### src/rtl/ex_stage_if.sv
// Handshake and ALU bundle for the execute stage.
// slave is the stage's view; master is the surrounding pipeline/ALU.
interface ex_stage_if #(
  parameter int W = 32
);
  logic         in_valid;
  logic         in_ready;
  logic [3:0]   in_op;
  logic [W-1:0] in_rs_val;
  logic [W-1:0] in_rt_val;
  logic [4:0]   in_rs_idx;
  logic [4:0]   in_rt_idx;
  logic [15:0]  in_imm;
  logic [4:0]   in_rd;
  logic         flush;
  logic [W-1:0] alu_a;
  logic [W-1:0] alu_b;
  logic [2:0]   alu_sel;
  logic [W-1:0] alu_out;
  logic         alu_zero;
  logic         out_valid;
  logic         out_ready;
  logic [W-1:0] out_data;
  logic [4:0]   out_rd;
  logic         out_wb_en;
  logic         out_br_taken;
  logic         err_illegal;

  modport slave (
    input  in_valid,
    input  in_op,
    input  in_rs_val,
    input  in_rt_val,
    input  in_rs_idx,
    input  in_rt_idx,
    input  in_imm,
    input  in_rd,
    input  flush,
    input  alu_out,
    input  alu_zero,
    input  out_ready,
    output in_ready,
    output alu_a,
    output alu_b,
    output alu_sel,
    output out_valid,
    output out_data,
    output out_rd,
    output out_wb_en,
    output out_br_taken,
    output err_illegal
  );

  modport master (
    output in_valid,
    output in_op,
    output in_rs_val,
    output in_rt_val,
    output in_rs_idx,
    output in_rt_idx,
    output in_imm,
    output in_rd,
    output flush,
    output alu_out,
    output alu_zero,
    output out_ready,
    input  in_ready,
    input  alu_a,
    input  alu_b,
    input  alu_sel,
    input  out_valid,
    input  out_data,
    input  out_rd,
    input  out_wb_en,
    input  out_br_taken,
    input  err_illegal
  );
endinterface

### src/rtl/ex_stage.sv
// Execute stage: ID/EX feeds an external ALU, EX/MEM captures its result.
// Define EX_FORWARD_EN to forward EX and EX/MEM results into new operands.
module ex_stage #(
  parameter int W = 32
) (
  input logic     clk,
  input logic     rst,
  ex_stage_if.slave bus
);

  typedef struct packed {
    logic [W-1:0] a;
    logic [W-1:0] b;
    logic [2:0]   sel;
    logic [4:0]   rd;
    logic         wb_en;
    logic         beq;
    logic         bne;
  } id_ex_t;

  typedef struct packed {
    logic [W-1:0] data;
    logic [4:0]   rd;
    logic         wb_en;
    logic         br_taken;
  } ex_mem_t;

  logic         ex_valid;
  id_ex_t       ex_q;
  id_ex_t       ex_d;
  logic         out_valid;
  ex_mem_t      out_q;
  ex_mem_t      out_d;
  logic         err_q;

  logic         adv;
  logic         ready;
  logic         accept;
  logic         legal;
  logic         load_ex;
  logic         drain;
  logic [W-1:0] imm_ext;
  logic [W-1:0] rs_val;
  logic [W-1:0] rt_val;

  logic is_add;
  logic is_sub;
  logic is_and;
  logic is_or;
  logic is_xor;
  logic is_addi;
  logic is_beq;
  logic is_bne;

  // flush takes priority over advancing the ID/EX entry
  assign adv = ex_valid & ~bus.flush
             & (~out_valid | bus.out_ready);
  assign ready = ~rst & ~bus.flush
               & (~ex_valid | adv);
  assign accept  = bus.in_valid & ready;
  assign legal   = ~bus.in_op[3];
  assign load_ex = accept & legal;
  assign drain   = out_valid & bus.out_ready;
  assign imm_ext = {{(W-16){bus.in_imm[15]}}, bus.in_imm};

  assign is_add  = bus.in_op == 4'd0;
  assign is_sub  = bus.in_op == 4'd1;
  assign is_and  = bus.in_op == 4'd2;
  assign is_or   = bus.in_op == 4'd3;
  assign is_xor  = bus.in_op == 4'd4;
  assign is_addi = bus.in_op == 4'd5;
  assign is_beq  = bus.in_op == 4'd6;
  assign is_bne  = bus.in_op == 4'd7;

`ifdef EX_FORWARD_EN
  always_comb begin
    rs_val = bus.in_rs_val;
    if (bus.in_rs_idx != 5'd0 && ex_valid
        && ex_q.wb_en && ex_q.rd == bus.in_rs_idx)
      rs_val = bus.alu_out;
    else if (bus.in_rs_idx != 5'd0 && out_valid
             && out_q.wb_en && out_q.rd == bus.in_rs_idx)
      rs_val = out_q.data;
  end

  always_comb begin
    rt_val = bus.in_rt_val;
    if (!is_addi && bus.in_rt_idx != 5'd0 && ex_valid
        && ex_q.wb_en && ex_q.rd == bus.in_rt_idx)
      rt_val = bus.alu_out;
    else if (!is_addi && bus.in_rt_idx != 5'd0
             && out_valid && out_q.wb_en
             && out_q.rd == bus.in_rt_idx)
      rt_val = out_q.data;
  end
`else
  logic unused_idx;
  assign unused_idx = ^{bus.in_rs_idx, bus.in_rt_idx};
  assign rs_val = bus.in_rs_val;
  assign rt_val = bus.in_rt_val;
`endif

  always_comb begin
    ex_d       = '0;
    ex_d.a     = rs_val;
    ex_d.b     = is_addi ? imm_ext : rt_val;
    ex_d.rd    = bus.in_rd;
    ex_d.beq   = is_beq;
    ex_d.bne   = is_bne;
    ex_d.wb_en = legal & ~is_beq & ~is_bne
               & (bus.in_rd != 5'd0);
    unique case (1'b1)
      is_add | is_addi:          ex_d.sel = 3'b000;
      is_sub | is_beq | is_bne:  ex_d.sel = 3'b001;
      is_and:                    ex_d.sel = 3'b010;
      is_or:                     ex_d.sel = 3'b011;
      is_xor:                    ex_d.sel = 3'b100;
      default:                   ex_d.sel = 3'b000;
    endcase
  end

  always_ff @(posedge clk) begin
    if (rst) begin
      ex_valid <= 1'b0;
      ex_q     <= '0;
    end else if (load_ex) begin
      ex_valid <= 1'b1;
      ex_q     <= ex_d;
    end else if (adv | bus.flush) begin
      ex_valid <= 1'b0;
    end
  end

  always_comb begin
    out_d          = '0;
    out_d.data     = bus.alu_out;
    out_d.rd       = ex_q.rd;
    out_d.wb_en    = ex_q.wb_en;
    out_d.br_taken = (ex_q.beq & bus.alu_zero)
                   | (ex_q.bne & ~bus.alu_zero);
  end

  // EX/MEM fields only change on adv, so they hold while MEM stalls
  always_ff @(posedge clk) begin
    if (rst) begin
      out_valid <= 1'b0;
      out_q     <= '0;
    end else if (adv) begin
      out_valid <= 1'b1;
      out_q     <= out_d;
    end else if (drain) begin
      out_valid <= 1'b0;
    end
  end

  always_ff @(posedge clk) begin
    if (rst)
      err_q <= 1'b0;
    else if (accept & ~legal)
      err_q <= 1'b1;
  end

  assign bus.in_ready     = ready;
  assign bus.alu_a        = ex_q.a;
  assign bus.alu_b        = ex_q.b;
  assign bus.alu_sel      = ex_q.sel;
  assign bus.out_valid    = out_valid;
  assign bus.out_data     = out_q.data;
  assign bus.out_rd       = out_q.rd;
  assign bus.out_wb_en    = out_q.wb_en;
  assign bus.out_br_taken = out_q.br_taken;
  assign bus.err_illegal  = err_q;

endmodule

### src/flat_wrapper.sv
// flat-port wrapper written by rule: the top's interface ports become plain ports
module ex_stage_flat 
#(
  parameter int W = 32
)
  (clk, rst, bus_in_valid, bus_in_op, bus_in_rs_val, bus_in_rt_val, bus_in_rs_idx, bus_in_rt_idx, bus_in_imm, bus_in_rd, bus_flush, bus_alu_out, bus_alu_zero, bus_out_ready, bus_in_ready, bus_alu_a, bus_alu_b, bus_alu_sel, bus_out_valid, bus_out_data, bus_out_rd, bus_out_wb_en, bus_out_br_taken, bus_err_illegal);
  ex_stage_if #(.W(W)) bus_i ();
  input logic clk;
  input logic rst;
  input wire logic [$bits(bus_i.in_valid)-1:0] bus_in_valid;
  input wire logic [$bits(bus_i.in_op)-1:0] bus_in_op;
  input wire logic [$bits(bus_i.in_rs_val)-1:0] bus_in_rs_val;
  input wire logic [$bits(bus_i.in_rt_val)-1:0] bus_in_rt_val;
  input wire logic [$bits(bus_i.in_rs_idx)-1:0] bus_in_rs_idx;
  input wire logic [$bits(bus_i.in_rt_idx)-1:0] bus_in_rt_idx;
  input wire logic [$bits(bus_i.in_imm)-1:0] bus_in_imm;
  input wire logic [$bits(bus_i.in_rd)-1:0] bus_in_rd;
  input wire logic [$bits(bus_i.flush)-1:0] bus_flush;
  input wire logic [$bits(bus_i.alu_out)-1:0] bus_alu_out;
  input wire logic [$bits(bus_i.alu_zero)-1:0] bus_alu_zero;
  input wire logic [$bits(bus_i.out_ready)-1:0] bus_out_ready;
  output wire logic [$bits(bus_i.in_ready)-1:0] bus_in_ready;
  output wire logic [$bits(bus_i.alu_a)-1:0] bus_alu_a;
  output wire logic [$bits(bus_i.alu_b)-1:0] bus_alu_b;
  output wire logic [$bits(bus_i.alu_sel)-1:0] bus_alu_sel;
  output wire logic [$bits(bus_i.out_valid)-1:0] bus_out_valid;
  output wire logic [$bits(bus_i.out_data)-1:0] bus_out_data;
  output wire logic [$bits(bus_i.out_rd)-1:0] bus_out_rd;
  output wire logic [$bits(bus_i.out_wb_en)-1:0] bus_out_wb_en;
  output wire logic [$bits(bus_i.out_br_taken)-1:0] bus_out_br_taken;
  output wire logic [$bits(bus_i.err_illegal)-1:0] bus_err_illegal;
  assign bus_i.in_valid = bus_in_valid;
  assign bus_i.in_op = bus_in_op;
  assign bus_i.in_rs_val = bus_in_rs_val;
  assign bus_i.in_rt_val = bus_in_rt_val;
  assign bus_i.in_rs_idx = bus_in_rs_idx;
  assign bus_i.in_rt_idx = bus_in_rt_idx;
  assign bus_i.in_imm = bus_in_imm;
  assign bus_i.in_rd = bus_in_rd;
  assign bus_i.flush = bus_flush;
  assign bus_i.alu_out = bus_alu_out;
  assign bus_i.alu_zero = bus_alu_zero;
  assign bus_i.out_ready = bus_out_ready;
  assign bus_in_ready = bus_i.in_ready;
  assign bus_alu_a = bus_i.alu_a;
  assign bus_alu_b = bus_i.alu_b;
  assign bus_alu_sel = bus_i.alu_sel;
  assign bus_out_valid = bus_i.out_valid;
  assign bus_out_data = bus_i.out_data;
  assign bus_out_rd = bus_i.out_rd;
  assign bus_out_wb_en = bus_i.out_wb_en;
  assign bus_out_br_taken = bus_i.out_br_taken;
  assign bus_err_illegal = bus_i.err_illegal;
  ex_stage #(.W(W)) u_core (.clk(clk), .rst(rst), .bus(bus_i));
endmodule
### config.mk
export PLATFORM = sky130hd
export DESIGN_NAME = ex_stage_flat
export DESIGN_NICKNAME = d
export VERILOG_FILES = /design/src/rtl/ex_stage_if.sv /design/src/rtl/ex_stage.sv /design/src/flat_wrapper.sv
export SDC_FILE = /design/constraint.sdc
export NUM_CORES = 1
export LEC_CHECK = 0
export BUFFER_PORTS_ARGS = -buffer_cell sky130_fd_sc_hd__buf_2
export CAP_MARGIN = 5
export CORE_MARGIN = 2
export CORE_UTILIZATION = 47
export DETAILED_ROUTE_END_ITERATION = 8
export PLACE_DENSITY = 0.81
export SYNTH_ARGS = -nofsm -noshare
export SYNTH_HDL_FRONTEND = slang
export SYNTH_SLANG_ARGS = --single-unit
### constraint.sdc
create_clock -name clk -period 1.65 [get_ports clk]
set_input_delay 0.165 -clock clk [delete_from_list [all_inputs] [get_ports clk]]
set_output_delay 0.165 -clock clk [all_outputs]
set_load 0.02 [all_outputs]
### Word-level counts from Yosys, hierarchy flattened

Index checks and enable logic that the tools add are counted.

* word-level logic and storage cells: 57
* bits of input ports: 137
* bits in registers: 117
* output and inout port bits: 109

* eq/ne operators: 7
* bitwise gates (word level): 27
* muxes and demuxes: 6
* reductions and logical operators: 3

Operators with widths (number)
* 32-bit 2-to-1 mux: 1
* 4-bit by 3-bit == test with 1-bit output, second input constant: 4
* 1-bit AND: 13
* 3-bit one-hot mux with 4 select lines: 1
* 4-bit by 2-bit == test with 1-bit output, second input constant: 2
* 1-bit NOT: 8
* 1-bit bitwise OR: 6
* 5-bit nonzero test: 1
* 4-bit by 1-bit == test with 1-bit output, second input constant: 1
* 1-bit 2-to-1 mux: 4
* 2-bit nonzero test: 2

### Logic depth before layout (Yosys ltp)

* word-level depth: 8
* mapped depth: 5
* mapped depth without buffers: 3

### Worst setup path after synthesis

No wires, ideal clock.

* kind: register to output
* from: register u_core.out_valid (netlist: u_core.bus.out_valid)
* to: output bus_in_ready
* path buffers: 2
* required time: 1.485 ns
* path slack: 0.106 ns
* arrival: 1.379 ns
* cell stages (with the launch flop): 5
* cell sequence: dfxtp_1 -> and3b_1 -> clkbuf_1 -> clkbuf_1 -> nor3_1

* word-level cells in the longest chain between the ends: 5

RTL lines
* start, declared: RTL line ex_stage.sv:31 `logic out_valid;`
* start signal, assigned: RTL line ex_stage.sv:146 `out_valid <= 1'b0;`
* start signal, assigned: RTL line ex_stage.sv:149 `out_valid <= 1'b1;`
* start signal, assigned: RTL line ex_stage.sv:152 `out_valid <= 1'b0;`
* 1-bit NOT: RTL line ex_stage.sv:57 `& (~out_valid | bus.out_ready);`
* 1-bit bitwise OR: RTL line ex_stage.sv:57
* 1-bit AND: RTL line ex_stage.sv:57
* 1-bit bitwise OR: RTL line ex_stage.sv:59 `& (~ex_valid | adv);`
* 1-bit AND: RTL line ex_stage.sv:59
* end, declared: RTL line flat_wrapper.sv:22 `output wire logic [$bits(bus_i.in_ready)-1:0] bus_in_ready;`

Every way passes these cells.

### Worst setup path in the final report

* from: register u_core.out_valid (netlist: u_core.bus.out_valid)
* to: register u_core.ex_q[1] (netlist bit)

* word-level cells in the longest chain between the ends: 7

RTL lines
* 1-bit NOT: RTL line ex_stage.sv:57
* 1-bit bitwise OR: RTL line ex_stage.sv:57
* 1-bit AND: RTL line ex_stage.sv:57
* 1-bit bitwise OR: RTL line ex_stage.sv:59
* 1-bit AND: RTL line ex_stage.sv:59
* 1-bit AND: RTL line ex_stage.sv:60 `assign accept = bus.in_valid & ready;`
* 1-bit AND: RTL line ex_stage.sv:62 `assign load_ex = accept & legal;`
* end signal, assigned: RTL line ex_stage.sv:125 `ex_q <= '0;`
* end signal, assigned: RTL line ex_stage.sv:128 `ex_q <= ex_d;`
* end, declared: RTL line ex_stage.sv:29 `id_ex_t ex_q;`

Every way passes these cells.
A chain may end at the register's enable or synchronous reset.

==> impl_metrics.json <==
{
  "setup_viol": 0,
  "cts_tree": "done",
  "drive_gt1_share_pct": 33.3,
  "crit_path_max_fanout": 4,
  "reg2reg_depth": 5,
  "fin_hold_ws_ns": 0.0338,
  "clk_latency_ns": 0.50,
  "rsz0062_at_grt": "false",
  "hp-start": "bus_in_op[1]",
  "fmax_ghz": 0.638,
  "crit_path_max_incr_delay_ns": 0.49,
  "crit_top_cell": "buf_4",
  "slew_violations": 0,
  "dr_total_vias": 5918,
  "io_buffers": 235,
  "grt_antenna_before_repair": 1,
  "via_per_inst": 5.61,
  "met3_usage_pct": 8.55,
  "final_core_util_pct": 73.7,
  "track_usage_pct": 30.6,
  "dp_hpwl_um": 9360,
  "syn-num-nets": 768,
  "drtAntennaViolNets": 0,
  "finalHoldViolCount": 0,
  "wl_per_cell_um": 17.5,
  "wirelength_um": 18500,
  "cp_slowest_cell": "or4_1",
  "drt-initial-drc-count": 610,
  "grt_pass1_vias": 5830,
  "min_to": "u_core.bus.alu_sel[1]",
  "firstDrtPassIters": 5,
  "ys_types": 30,
  "fin_nets": 1038,
  "gr-usage-met1_pct": 36.1,
  "grt_overflow": 0,
  "use_met2_pct": 51.0,
  "clkTransAtPathRegs_ns": 0.06,
  "fin_area_mm2": 0.00792,
  "hp-class": "input pin to register",
  "rows": 38,
  "critPathCaptureType": "register",
  "finClkSkew_ns": 0.00791,
  "cp.arrival_ns": 2.00,
  "r2r-end": "u_core.ex_q[1]",
  "synth_async_sr_flop_share_pct": 0,
  "worstPathCellList": "and3b_2 > buf_4 > buf_4 > or4_1 > a21oi_1",
  "synth_cells": 631,
  "yosysWarnings": 0,
  "route.detailed.drc": 0,
  "tightest_slew_ns": 0.670,
  "ir_drop_mv": 0.633,
  "syn_to_final_growth_pct": 53.8,
  "grt_max_degree": 67,
  "avgSynthCellArea_um2": 8.16,
  "crit_buf_inv": 2,
  "synth-edff-count": 0,
  "place.gp.congestion": 0.840,
  "grt_first_pass_wirelength_um": 28300,
  "grt.busiest_layer": "met2",
  "placed_cell_area_mm2": 0.00603,
  "clock_path_buffers": 2,
  "die_x_um": 109,
  "ioPinCount": 246,
  "synth_flop_cell": "dfxtp_1",
  "hold_depth": 3,
  "required_ns": 2.08,
  "p_leak_uw": 0.00344,
  "worstSetupPathType": "register to register",
  "die_y_um": 109,
  "cts_root_buffer": "clkbuf_8",
  "cts_buffers": 17,
  "slew_headroom_pct": 55.3,
  "cts.sinks": 117,
  "outcome": "finished, final reports clean",
  "cts_max_level": 4,
  "crit_family": "simple AND/OR/NAND/NOR gates",
  "die-area_mm2": 0.0118,
  "synth-seq-area-share_pct": 45.5,
  "coreArea_mm2": 0.0107,
  "timing.rr.start": "u_core.bus.out_valid",
  "maxCapViolCount": 0,
  "totalNegativeSetupSlack_ns": 0,
  "fin_crit_sh_pct": 94.9,
  "ys_seq_elements": 117,
  "synthesis.area_mm2": 0.00515,
  "start_util_pct": 47.9,
  "p_per_area_mw_per_mm2": 954,
  "r2r_slack_ns": 0.08,
  "finalCriticalPeriod_ns": 1.57,
  "cp-start-kind": "register"
}
[cell families (layout without fill, tap and decap cells)]
group                  Yosys count  in the layout  synth area share, %
AOI/OAI and AO/OA              230            230                 24.9
and+or+nand+nor                147            147                 14.2
buffers and inverters          134            416                 14.8
DFF                            117            117                 45.5
muxes                            3              3                0.583
other                            0              1                    0
[cell type report]
type / count / area, um^2
antenna: 1 / 2.50
clock buffer: 22 / 463
clock inverter: 9 / 150
fill: 745 / 2820
inverter: 1 / 3.75
multi-input combinational: 380 / 2070
sequential: 117 / 2350
tap: 140 / 175
timing repair buffer: 384 / 2710
[registers in the layout (all words and copies together) (netlist names)]
name	count
u_core.bus.out_rd	5
u_core.bus.out_br_taken	1
u_core.bus.out_wb_en	1
u_core.bus.out_data	32
u_core.bus.alu_sel	3
u_core.bus.alu_a	32
u_core.bus.alu_b	32
u_core.ex_valid	1
u_core.bus.err_illegal	1
u_core.ex_q	8
u_core.bus.out_valid	1
[stage by stage]
| stage | cells | setup slack (ns) | power, uW |
|---|---|---|---|
| global placement | 898 | 0.0622 | 3520 |
| finish | 1054 | 0.0835 | 7560 |
| detailed placement | 898 | 0.0124 | 3520 |
| global route | 1054 | 0.0287 | 7810 |
| CTS | 1053 | 0.0263 | 7530 |
| floorplan | 631 | 0.106 | 3300 |
[worst reg2reg max path: cells and delay by family (launching register included)]
family	cells	cell delay (ns)
buffers and inverters	2	0.30
and+or+nand+nor	2	0.72
DFF	1	0.34
AOI/OAI and AO/OA	1	0.14
[how the worst max path moves through the flow]
stage	startpoint	to	slack [ns]	depth (start not counted)
after detailed placement	bus_flush	u_core.bus.alu_b[20]	0.01	7
after global placement	bus_flush	u_core.bus.alu_b[13]	0.06	7
after floorplan	u_core.bus.out_valid	bus_in_ready	0.11	4
final	u_core.bus.out_valid	u_core.ex_q[1]	0.08	5
after global routing	u_core.ex_valid	u_core.ex_q[1]	0.03	5
after CTS	u_core.bus.out_valid	bus_in_ready	0.03	4
[cell usage after synthesis (3+ instances only)]
cell      instances  area (um^2)
mux2i_1           3         30.0
a21oi_1         115          576
dfxtp_1         117         2340
a311oi_1         33          289
nand2b_1          3         18.8
buf_4            67          503
buf_2             7         35.0
o21ai_0          80          400
nand2_1          48          180
clkbuf_1         56          210
nand3_1          76          380
[routing by layer]
layer	share of wire, %	wire length [um]	vias to the layer above
li1	-	-	2739
met1	39	7110	2764
met2	50	9180	356
met3	8.1	1510	59
met4	3.6	673	0
met5	0	0	-
[where the power goes]
part           leakage (uW)  total, uW  internal, uW  switching [uW]
sequential         0.000948       2920          2890            31.4
combinational       0.00220        818           429             389
clock              0.000297       3820          2560            1260
[repair_timing]
item	4_1_cts	5_1_grt
hold buffers	119	0
gates resized for setup	8	2
setup buffers	4	1
gates cloned	1	0
pin swaps	1	2
endpoints found under the hold margin	106	0
setup endpoints to repair	1	1
[cells in the final DEF, fill, tap and decap left out, types with 7 or more instances in the layout]
cell type,synthesis,layout
clkbuf_16,0,16
a21oi_1,115,115
buf_2,7,233
nand2_1,48,48
a311oi_1,33,33
dfxtp_1,117,115
buf_4,67,23
dlygate4sd3_1,0,119
buf_12,0,7
nand3_1,76,76
o21ai_0,80,80
Power figures use the tool's default switching activity.
